File: src/rtl/div_seq_pkg.sv
// Shared types and constants for the div_seq operand sequencer.
// Optional statistics outputs are enabled with the DIV_SEQ_STATS_EN macro.
package div_seq_pkg;

  localparam int DATA_W            = 16;
  localparam int CNT_W             = 8;
  localparam int DEF_FIFO_DEPTH    = 4;
  localparam int DEF_SETTLE_CYCLES = 40;

  typedef enum logic [1:0] {
    ST_IDLE  = 2'd0,
    ST_START = 2'd1,
    ST_WAIT  = 2'd2,
    ST_HOLD  = 2'd3
  } state_t;

endpackage

File: src/rtl/div_seq_fifo.sv
// Operand buffer for div_seq: power-of-two depth, registered occupancy,
// combinational head read so the sequencer can load the head on pop.
module div_seq_fifo
  import div_seq_pkg::*;
#(
  parameter int DEPTH = DEF_FIFO_DEPTH,
  parameter int WIDTH = DATA_W
) (
  input  logic             clk,
  input  logic             rst,
  input  logic             push,
  input  logic             pop,
  input  logic [WIDTH-1:0] din,
  output logic [WIDTH-1:0] dout,
  output logic             full,
  output logic             empty
);

  localparam int              PTR_W    = $clog2(DEPTH);
  localparam logic [PTR_W:0]  FULL_CNT = (PTR_W + 1)'(DEPTH);

  logic [WIDTH-1:0] r_mem [DEPTH];
  logic [PTR_W-1:0] r_wr_ptr;
  logic [PTR_W-1:0] r_rd_ptr;
  logic [PTR_W:0]   r_count;
  logic             w_do_push;
  logic             w_do_pop;

  assign w_do_push = push && !full;
  assign w_do_pop  = pop && !empty;

  // NOTE: sequential state uses non-blocking assignments so every register
  // samples pre-edge values regardless of process ordering.
  always_ff @(posedge clk) begin
    if (rst) begin
      r_wr_ptr <= '0;
      r_rd_ptr <= '0;
      r_count  <= '0;
    end else begin
      if (w_do_push) r_wr_ptr <= r_wr_ptr + PTR_W'(1);
      if (w_do_pop)  r_rd_ptr <= r_rd_ptr + PTR_W'(1);
      case ({w_do_push, w_do_pop})
        2'b10:   r_count <= r_count + (PTR_W + 1)'(1);
        2'b01:   r_count <= r_count - (PTR_W + 1)'(1);
        default: r_count <= r_count;
      endcase
    end
  end

  // NOTE: storage is deliberately not reset; occupancy alone decides validity,
  // which keeps the array mappable to plain RAM/flops without reset fan-out.
  always_ff @(posedge clk) begin
    if (w_do_push) r_mem[r_wr_ptr] <= din;
  end

  assign dout  = r_mem[r_rd_ptr];
  assign full  = (r_count == FULL_CNT);
  assign empty = (r_count == '0);

endmodule

File: src/rtl/div_seq.sv
// Sequences buffered operands through an external fixed-latency divider.
// Define DIV_SEQ_STATS_EN to add the stat_done / stat_drop outputs.
module div_seq
  import div_seq_pkg::*;
#(
  parameter int FIFO_DEPTH    = DEF_FIFO_DEPTH,
  parameter int SETTLE_CYCLES = DEF_SETTLE_CYCLES
) (
  input  logic              clk,
  input  logic              rst,
  input  logic              in_valid,
  output logic              in_ready,
  input  logic [DATA_W-1:0] in_data,
  output logic [DATA_W-1:0] dv_x,
  output logic              dv_start,
  input  logic [DATA_W-1:0] dv_y,
  output logic              out_valid,
  input  logic              out_ready,
  output logic [DATA_W-1:0] out_data,
  output logic [DATA_W-1:0] out_x
`ifdef DIV_SEQ_STATS_EN
  ,
  output logic [15:0]       stat_done,
  output logic              stat_drop
`endif
);

  localparam logic [CNT_W-1:0] SETTLE_CNT = CNT_W'(SETTLE_CYCLES);
  localparam logic [CNT_W-1:0] CNT_ONE    = CNT_W'(1);

  state_t            r_state;
  state_t            w_next_state;
  logic              w_push;
  logic              w_pop;
  logic              w_full;
  logic              w_empty;
  logic [DATA_W-1:0] w_fifo_dout;
  logic              w_start;
  logic              w_capture;
  logic              w_out_valid;
  logic [DATA_W-1:0] r_dv_x;
  logic [CNT_W-1:0]  r_cnt;
  logic [DATA_W-1:0] r_out_data;
  logic [DATA_W-1:0] r_out_x;

  assign in_ready = !w_full;
  assign w_push   = in_valid && in_ready;

  div_seq_fifo #(
    .DEPTH (FIFO_DEPTH),
    .WIDTH (DATA_W)
  ) u_fifo (
    .clk   (clk),
    .rst   (rst),
    .push  (w_push),
    .pop   (w_pop),
    .din   (in_data),
    .dout  (w_fifo_dout),
    .full  (w_full),
    .empty (w_empty)
  );

  always_ff @(posedge clk) begin
    if (rst) r_state <= ST_IDLE;
    else     r_state <= w_next_state;
  end

  // NOTE: every output of this block gets a default first so no path leaves
  // a variable unassigned, which would otherwise infer a latch.
  always_comb begin
    w_next_state = r_state;
    w_pop        = 1'b0;
    w_start      = 1'b0;
    w_capture    = 1'b0;
    w_out_valid  = 1'b0;
    unique case (r_state)
      ST_IDLE: begin
        if (!w_empty) begin
          w_pop        = 1'b1;
          w_next_state = ST_START;
        end
      end
      ST_START: begin
        w_start      = 1'b1;
        w_next_state = ST_WAIT;
      end
      ST_WAIT: begin
        if (r_cnt == CNT_ONE) begin
          w_capture    = 1'b1;
          w_next_state = ST_HOLD;
        end
      end
      ST_HOLD: begin
        w_out_valid = 1'b1;
        if (out_ready) w_next_state = ST_IDLE;
      end
      default: w_next_state = ST_IDLE;
    endcase
  end

  // The divider sees dv_x for the whole START..WAIT window; it only changes on pop.
  always_ff @(posedge clk) begin
    if (rst) begin
      r_dv_x     <= '0;
      r_cnt      <= '0;
      r_out_data <= '0;
      r_out_x    <= '0;
    end else begin
      if (w_pop) r_dv_x <= w_fifo_dout;
      if (w_start) begin
        r_cnt <= SETTLE_CNT;
      end else if (r_state == ST_WAIT && r_cnt != '0) begin
        r_cnt <= r_cnt - CNT_ONE;
      end
      if (w_capture) begin
        r_out_data <= dv_y;
        r_out_x    <= r_dv_x;
      end
    end
  end

  assign dv_x      = r_dv_x;
  assign dv_start  = w_start;
  assign out_valid = w_out_valid;
  assign out_data  = r_out_data;
  assign out_x     = r_out_x;

`ifdef DIV_SEQ_STATS_EN
  logic [15:0] r_stat_done;

  always_ff @(posedge clk) begin
    if (rst)                          r_stat_done <= '0;
    else if (out_valid && out_ready)  r_stat_done <= r_stat_done + 16'd1;
  end

  assign stat_done = r_stat_done;
  assign stat_drop = in_valid && !in_ready;
`endif

endmodule

File: config.mk
export PLATFORM = sky130hd
export DESIGN_NAME = div_seq
export DESIGN_NICKNAME = d
export VERILOG_FILES = /design/src/rtl/div_seq_pkg.sv /design/src/rtl/div_seq_fifo.sv /design/src/rtl/div_seq.sv
export SDC_FILE = /design/constraint.sdc
export NUM_CORES = 1
export LEC_CHECK = 0
export CAP_MARGIN = 20
export CORE_MARGIN = 2
export CORE_UTILIZATION = 38
export DETAILED_ROUTE_END_ITERATION = 8
export GPL_ROUTABILITY_DRIVEN = 0
export HOLD_SLACK_MARGIN = 0.15
export PLACE_DENSITY = 0.73
export SYNTH_ARGS = -nofsm -noshare
export SYNTH_HDL_FRONTEND = slang
export SYNTH_SLANG_ARGS = --single-unit
export TNS_END_PERCENT = 5
File: constraint.sdc
create_clock -name clk -period 2.3 [get_ports clk]
set_input_delay 0.69 -clock clk [delete_from_list [all_inputs] [get_ports clk]]
set_output_delay 0.69 -clock clk [all_outputs]
set_load 0.01 [all_outputs]
* Word-level counts from Yosys, hierarchy flattened
Memories as Yosys holds them, arrays and structs flattened. A register that Yosys moved wholly into a read port is not among the register bits.
Cells that the tools add are included.
** Storage, ports and cells
- Memory bits (writable) :: 64
- Word-level logic and storage cells :: 52
- Bits in registers :: 49
- Memories :: 1
- Input bits :: 36
- Output and inout bits :: 51
** Cells by class
- Add/sub/neg operators :: 5
- Reduce and logical (&&, ||, !) cells :: 13
- Eq/ne operators :: 10
- Mux-type cells :: 15
** Memories
- u_fifo.r_mem :: depth 4, bits a word 16, rd ports 1, clocked after Yosys merged registers in 1, write ports 1, RTL line div_seq_fifo.sv:22 : logic [WIDTH-1:0] r_mem [DEPTH];
** Operators by type and width (count)
- 6-bit 2-to-1 mux :: 2
- 8-bit by 1-bit equality test with 1-bit output, second input constant :: 1
- 1-bit 2-to-1 mux :: 8
- 2-bit one-hot mux with 4 select lines :: 1
- 8-bit nonzero test :: 1
- 8-bit by 1-bit subtractor with 8-bit output, second input constant :: 1
- 2-bit equality test, second input constant :: 3
- 2-bit 2-to-1 mux :: 3
- 2-bit != test, second input constant :: 3
- 3-bit one-hot mux with 2 select lines :: 1
- 2-bit by 1-bit adder with 2-bit output, second input constant :: 2
- 2-bit by 1-bit equality test with 1-bit output, second input constant :: 2
- 1-bit logical AND :: 4
- 2-bit nonzero test :: 2
- 3-bit by 1-bit adder with 3-bit output, second input constant :: 1
- 3-bit equality test, second input constant :: 1
- 3-bit zero test :: 1
- 3-bit AND reduction :: 1
- 3-bit by 1-bit subtractor with 3-bit output, second input constant :: 1
- 1-bit zero test :: 2
- 2-bit zero test :: 1
- 2-bit OR reduction :: 1

* Depth between registers and ports, before layout
Gate-level depths: netlist of run 1.
- Depth after elaboration :: 6
- Mapped depth :: 12
- Depth with buffers taken out :: 10

* Cells and area by module
From an unflattened synthesis of run 1, not the netlist that was laid out.
** Unflattened totals
- Cells, all modules :: 422
- Area total of the unflattened synthesis :: 5144.9 um^2
** Modules (own cells, without submodules)
- div_seq_fifo :: seq. area each 2102.0 um^2, times used 1, area each 2821.5 um^2, cells an instance 138
- div_seq :: seq. area each 1161.1 um^2, times used 1, area each 2323.5 um^2, cells an instance 284

* Least setup slack after synthesis of run 1
No wires, ideal clock.
- Path type :: reg2reg
- Start point :: register r_state[0]
- End point :: register u_fifo.r_count[2]
- Slack :: -0.019 ns
- Library setup time :: 0.070 ns
- Arrival time :: 2.249 ns
- Period minus slack after synthesis :: 2.319 ns
- Cell stages (with the launch flop) :: 13
- Cell sequence :: dfxtp_1 -> inv_1 -> ha_1 -> nand2b_1 -> buf_2 -> inv_2 -> buf_2 -> ha_1 -> inv_1 -> fa_1 -> xor2_1 -> or3_1 -> a21oi_1
** Between the ends
- Cells in the longest elaborated chain, start to end :: 5
- Elaborated cells between the ends (all ways) :: 7
- Classes of those cells :: 2 x eq/ne; 2 x mux; 3 x reduce/logical
** Ends and longest elaborated chain
- from (decl) :: RTL line div_seq.sv:31 : state_t r_state;
- from (signal assigned) :: RTL line div_seq.sv:65 : else r_state <= w_next_state;
- 2-bit zero test * :: RTL line div_seq.sv:76 : unique case (r_state)
- 1-bit 2-to-1 mux * :: RTL line div_seq.sv:76
- via u_fifo.pop :: RTL line div_seq_fifo.sv:12 : input logic pop,
- 1-bit logical AND * :: RTL line div_seq_fifo.sv:30 : assign w_do_pop = pop && !empty;
- 2-bit by 1-bit equality test with 1-bit output or 2-bit equality test (tied branches) :: RTL line div_seq_fifo.sv:42 : case ({w_do_push, w_do_pop})
- 3-bit one-hot mux with 2 select lines or 2-bit nonzero test (tied branches)
- to (signal assigned) :: RTL line div_seq_fifo.sv:43 : 2'b10: r_count <= r_count + (PTR_W + 1)'(1);
- to (signal assigned) :: RTL line div_seq_fifo.sv:44 : 2'b01: r_count <= r_count - (PTR_W + 1)'(1);
- to (signal assigned) :: RTL line div_seq_fifo.sv:45 : default: r_count <= r_count;
- to (decl) :: RTL line div_seq_fifo.sv:25 : logic [PTR_W:0] r_count;
The timed path passes the listed nets; every way through them passes the cells marked *.
A chain may end at the register's enable or synchronous reset.

* Worst setup path after layout of run 1
- Start point :: register u_fifo.r_count[0]
- End point :: output port in_ready
** Between the ends
- Cells in the longest elaborated chain, start to end :: 2
** Ends and longest elaborated chain
- 3-bit equality test :: RTL line div_seq_fifo.sv:57 : assign full = (r_count == FULL_CNT);
- 1-bit zero test :: RTL line div_seq.sv:46 : assign in_ready = !w_full;
- to (decl) :: RTL line div_seq.sv:12 : output logic in_ready,
No other way between the ends.

==> results of run 1 <==
-- per-layer routing --
| layer | up-vias | part of all wire | track usage |
|---|---|---|---|
| met5 | - | 0 | 0 |
| met4 | 0 | 0.013 | 0.0685 |
| met3 | 13 | 0.043 | 0.0369 |
| met2 | 96 | 0.51 | 0.257 |
| met1 | 1580 | 0.43 | 0.177 |
| li1 | 1621 | - | - |
-- per-stage QoR --
stage / worst slack [ns] / utilization / hold WS [ns] / power, mW
final: 0.0324 / 0.528 / 0.455 / 7.49
after global routing: -0.00879 / 0.528 / 0.471 / 7.89
after CTS: 0.000967 / 0.527 / 0.454 / 7.55
after detailed placement: -0.347 / 0.481 / 0.446 / 4.91
after global placement: -0.242 / 0.481 / 0.442 / 4.83
after floorplan: 0.0131 / - / 0.466 / 4.16
-- cells in the final DEF, fill, tap and decap left out, types with 3 or more instances in the layout --
| cell | count |
|---|---|
| nand2_1 | 100 |
| clkdlybuf4s50_1 | 83 |
| edfxtp_1 | 64 |
| dfxtp_1 | 63 |
| a21oi_1 | 53 |
| clkbuf_16 | 17 |
| mux4_2 | 16 |
| nor2_1 | 14 |
| inv_1 | 12 |
| ha_1 | 12 |
| buf_4 | 11 |
| xor2_1 | 8 |
| and3_1 | 5 |
| clkinvlp_4 | 5 |
| buf_12 | 5 |
| xnor2_1 | 4 |
| nand2b_1 | 3 |
| clkinv_4 | 3 |
| bufinv_16 | 3 |
-- flip-flops by register name, indices dropped and copies added, names as in the netlist --
name	cells
u_fifo.r_mem	64
dv_x	16
out_data	16
out_x	16
r_cnt	8
u_fifo.r_count	3
r_state	2
u_fifo.r_rd_ptr	2
u_fifo.r_wr_ptr	2
-- logic make-up (layout without fill, tap and decap cells) --
| family | after synthesis | count (layout) | share of synthesized area |
|---|---|---|---|
| compound gates | 62 | 62 | 0.0720 |
| xor+xnor | 12 | 12 | 0.0209 |
| fa+ha+maj | 14 | 14 | 0.0364 |
| buf+inv | 38 | 147 | 0.0374 |
| flops | 129 | 129 | 0.642 |
| mux | 17 | 17 | 0.0738 |
| simple gates | 138 | 138 | 0.117 |
-- final cells by class --
| type | instances | area share |
|---|---|---|
| clock inverter | 14 | 0.0249 |
| sequential | 129 | 0.479 |
| tap | 172 | 0.0319 |
| clock buffer | 17 | 0.0631 |
| multi-input combinational | 243 | 0.240 |
| timing repair buffer | 102 | 0.154 |
| inverter | 14 | 0.00780 |
-- where the power goes --
part / internal (mW) / leakage [nW] / switching (mW) / total [mW]
combinational: 0.920 / 0.909 / 0.941 / 1.86
clock: 1.69 / 0.274 / 0.948 / 2.64
sequential: 2.77 / 1.12 / 0.222 / 2.99
-- worst paths after layout --
check / to / cells after the start / slack (ns) / startpoint
max: in_ready / 3 / 0.03 / u_fifo.r_count[0]$_SDFFE_PP0P_
min: out_x[3]$_SDFFE_PP0P_ / 2 / 0.45 / out_x[3]$_SDFFE_PP0P_
max reg2reg: u_fifo.r_count[2]$_SDFFE_PP0P_ / 9 / 0.07 / u_fifo.r_count[0]$_SDFFE_PP0P_
min reg2reg: out_x[3]$_SDFFE_PP0P_ / 2 / 0.45 / out_x[3]$_SDFFE_PP0P_
-- timing repair --
item                                    in CTS  in global routing
pin swaps                                    0                  0
buffers inserted                             0                  0
endpoints found under the setup margin       2                  2
resized for setup                            2                  6
-- critical path, cell delays in order (launching register included) --
cell and delay, ns:
dfxtp_2 0.34, or3b_4 0.40, buf_4 0.16, dlygate4sd2_1 0.28
==> flow_metrics.tcl, run 1 <==
set metrics [dict create \
    start_util 0.393 \
    cts_buffers 17 \
    vdd_drop_max_uv 573 \
    cts_hold_buf 0 \
    wl_per_cell_um 14.4 \
    drv_slew 0 \
    netlist.area_leader.share 0.383 \
    grt_use_total 0.150 \
    grt_pass1_wl_um 16500 \
    globalRouteOverflowTotal 0 \
    clock_sinks 129 \
    postSynth.asyncResetShare 0 \
    fillCellCount 1038 \
    synth_top_area_cell "edfxtp_1" \
    num_antenna_cells 0 \
    design_area_sq_um 6740 \
    path_clk_slew_ns 0.06 \
    maxCapViolations 0 \
    nets 557 \
    regArea_sq_um 3230 \
    yosys-top-cells-area "edfxtp_1, dfxtp_1, nand2_1" \
    startpoint_type "flop" \
    vias 3310 \
    synth.cell_area_sq_um 5020 \
    worst_pin_slew_ns 0.538 \
    finalCritPeriodShare 0.986 \
    antenna_found_initial 0 \
    drtPass1Iterations 4 \
    fmax_mhz 441 \
    grt_pass1_vias 3430 \
    hold_class "flop to flop" \
    crit_type "flop to primary output" \
    die_area_sq_um 14100 \
    yosys_warnings 0 \
    core_area_sq_um 12800 \
    syn-mean-instance-area_sq_um 12.2 \
    ant_nets 0 \
    arrival_ns 1.58 \
    leakagePower_nw 2.30 \
    grt_max_degree 46 \
    routed_wirelength_um 9970 \
    relSlewSlack 0.636 \
    synth-seq-cells 129 \
    die_height_um 119 \
    hold_violations 0 \
    yosysSeqAreaShare 0.642 \
    fin_skew_ns 0.00601 \
    fin_cells 691 \
    ys.flop_type "dfxtp_1" \
    multi_input_area_sq_um 1620 \
    cp_max_fo 5 \
    crit_required_ns 1.61 \
    critPathCaptureType "primary output" \
    clock_path_buffers 2 \
    power.density_nw_per_um2 1110 \
    setup_violations 0 \
    tns_ns 0 \
    final.min_clock_period_ns 2.27 \
    postPlaceCellArea_sq_um 6140 \
    outcome "complete, no violations" \
    syn_nets 460 \
    synth.distinct_cells 41 \
    port_buffers 86 \
    clock_latency_ns 0.40 \
    synthCells 410 \
    clockRootBuffer "clkbuf_16" \
    drcViolationCount 0 \
    vias_per_cell 4.79 \
    io_pins 87 \
    drt_iter0_drc 215 \
    synth_commonest_cells "nand2_1, dfxtp_1, edfxtp_1" \
    dp_hpwl_um 6710 \
    area_growth_pct 34.2 \
    cts_tree "built" \
    layout-drive-gt1-share 0.150 \
    die_w_um 119 \
    synth_most_common_cell "nand2_1" \
    rows 41 \
    htreeDepth 4 \
    synth-edff-count 64 \
    dp.cells 660 \
]
Note: power is estimated with default switching activity, not from simulation.
==> run 2, diff against run 1 <==
- DONT_BUFFER_PORTS: unset -> 1
- PLACE_DENSITY: 0.73 -> 0.64
==> flow_metrics.tcl, run 2 (synthesized netlist as in run 1, its figures left out) <==
set metrics [dict create \
    outcome "complete, no violations" \
    setup_violations 0 \
    vdd_drop_max_uv 604 \
    finalCritPeriodShare 0.947 \
    hold_class "input port to flop" \
    crit_family "simple AND/OR/NAND/NOR gates" \
    crit_type "flop to flop" \
    nets 463 \
    wl_per_cell_um 16.1 \
    dp_hpwl_um 6400 \
    relSlewSlack 0.407 \
    htreeDepth 4 \
    cts_buffers 17 \
    num_antenna_cells 0 \
    max_stage_delay_ns 0.39 \
    port_buffers 0 \
    crit_buf_inv 2 \
    start_util 0.393 \
    fillCellCount 1160 \
    dp.cells 566 \
    drtPass1Iterations 4 \
    core_area_sq_um 12800 \
    io_pins 87 \
    total_power_mw 7.19 \
    grt_use_total 0.148 \
    hold_violations 0 \
    largest_reg_flops 64 \
    cp_max_fo 4 \
    critPathCaptureType "flop" \
    die_height_um 119 \
    path_clk_slew_ns 0.05 \
    drcViolationCount 0 \
    rows 41 \
    cts_tree "built" \
    regArea_sq_um 3230 \
    layout-drive-gt1-share 0.164 \
    multi_input_area_sq_um 1630 \
    clock_latency_ns 0.41 \
    arrival_ns 2.53 \
    power.density_nw_per_um2 1240 \
    rsz0062_at_grt "no" \
    place_ws_ns 0.00411 \
    cp_slowest_cell "or3b_4" \
    clock_sinks 129 \
    post_cts_buffers 0 \
    startpoint_type "flop" \
    vias_per_cell 4.96 \
    worst_slack_ns 0.121 \
    routed_wirelength_um 9630 \
    clockRootBuffer "clkbuf_16" \
    grt_pass1_wl_um 15900 \
    fin_cells 598 \
    hold_ws_ns 0.347 \
    drt_iter0_drc 141 \
    fmax_mhz 459 \
    final.min_clock_period_ns 2.18 \
    final_common_cell "nand2_1" \
    clock_path_buffers 2 \
    antenna_found_initial 0 \
    drv_slew 0 \
    die_w_um 119 \
    grt_pass1_vias 3036 \
    worst_pin_slew_ns 0.890 \
    fin_skew_ns 0.00847 \
    grt_max_degree 62 \
    area_growth_pct 15.5 \
    tns_ns 0 \
    ant_nets 0 \
    final_cell_mix "nand2_1, edfxtp_1, dfxtp_1, a21oi_1, clkbuf_16" \
    largest_register "u_fifo.r_mem" \
    crit_required_ns 2.65 \
    globalRouteOverflowTotal 0 \
    die_area_sq_um 14100 \
    cp_cell_sequence "or3b_4 -> and2_4 -> inv_4 -> ha_4 -> inv_1 -> fa_2 -> xor2_1 -> or3_1 -> a21oi_2" \
    vias 2965 \
    maxCapViolations 0 \
    leakagePower_nw 1.95 \
]
[run 2: final cells by class]
type                    count  share of cell area
flip-flops and latches    129               0.557
multi-input cells         243               0.282
clock buffers              21              0.0812
well taps                 172              0.0371
clock inverters            11              0.0233
repair buffers              8              0.0104
inverters                  14             0.00950
[run 2: metrics by stage]
stage / utilization / instance area [sq um]
5_1_grt: 0.454 / 5800
4_1_cts: 0.452 / 5770
2_1_floorplan: - / 5020
3_3_place_gp: 0.404 / 5160
6_report: 0.454 / 5800
3_5_place_dp: 0.404 / 5160
[run 2: worst paths after layout]
kind	start	endpoint	slack [ns]	depth (start not counted)
max	u_fifo.r_count[0]$_SDFFE_PP0P_	u_fifo.r_count[2]$_SDFFE_PP0P_	0.12	9
min	rst	out_data[11]$_SDFFE_PP0P_	0.35	1
max reg2reg	u_fifo.r_count[0]$_SDFFE_PP0P_	u_fifo.r_count[2]$_SDFFE_PP0P_	0.12	9
min reg2reg	out_x[12]$_SDFFE_PP0P_	out_x[12]$_SDFFE_PP0P_	0.50	2
[run 2: routing by layer]
metal,global-route usage,vias up,wire length (um)
met1,0.169,1427,4010
met4,0.0766,0,248
met5,0,-,0
met2,0.228,96,4530
met3,0.0728,20,842
li1,-,1422,-
[run 2: report_power, final]
group	internal, mW	switching (mW)
clock	1.77	0.928
sequential	2.78	0.313
combinational	0.606	0.790
total	5.16	2.03
[run 2: what timing repair did]
| action | 4_1_cts | 5_1_grt |
|---|---|---|
| pin swaps | 0 | 3 |
| hold buffers | 0 | 0 |
| resized for setup | 2 | 9 |
| setup endpoints to repair | 1 | 1 |
| hold endpoints to repair | 0 | 0 |
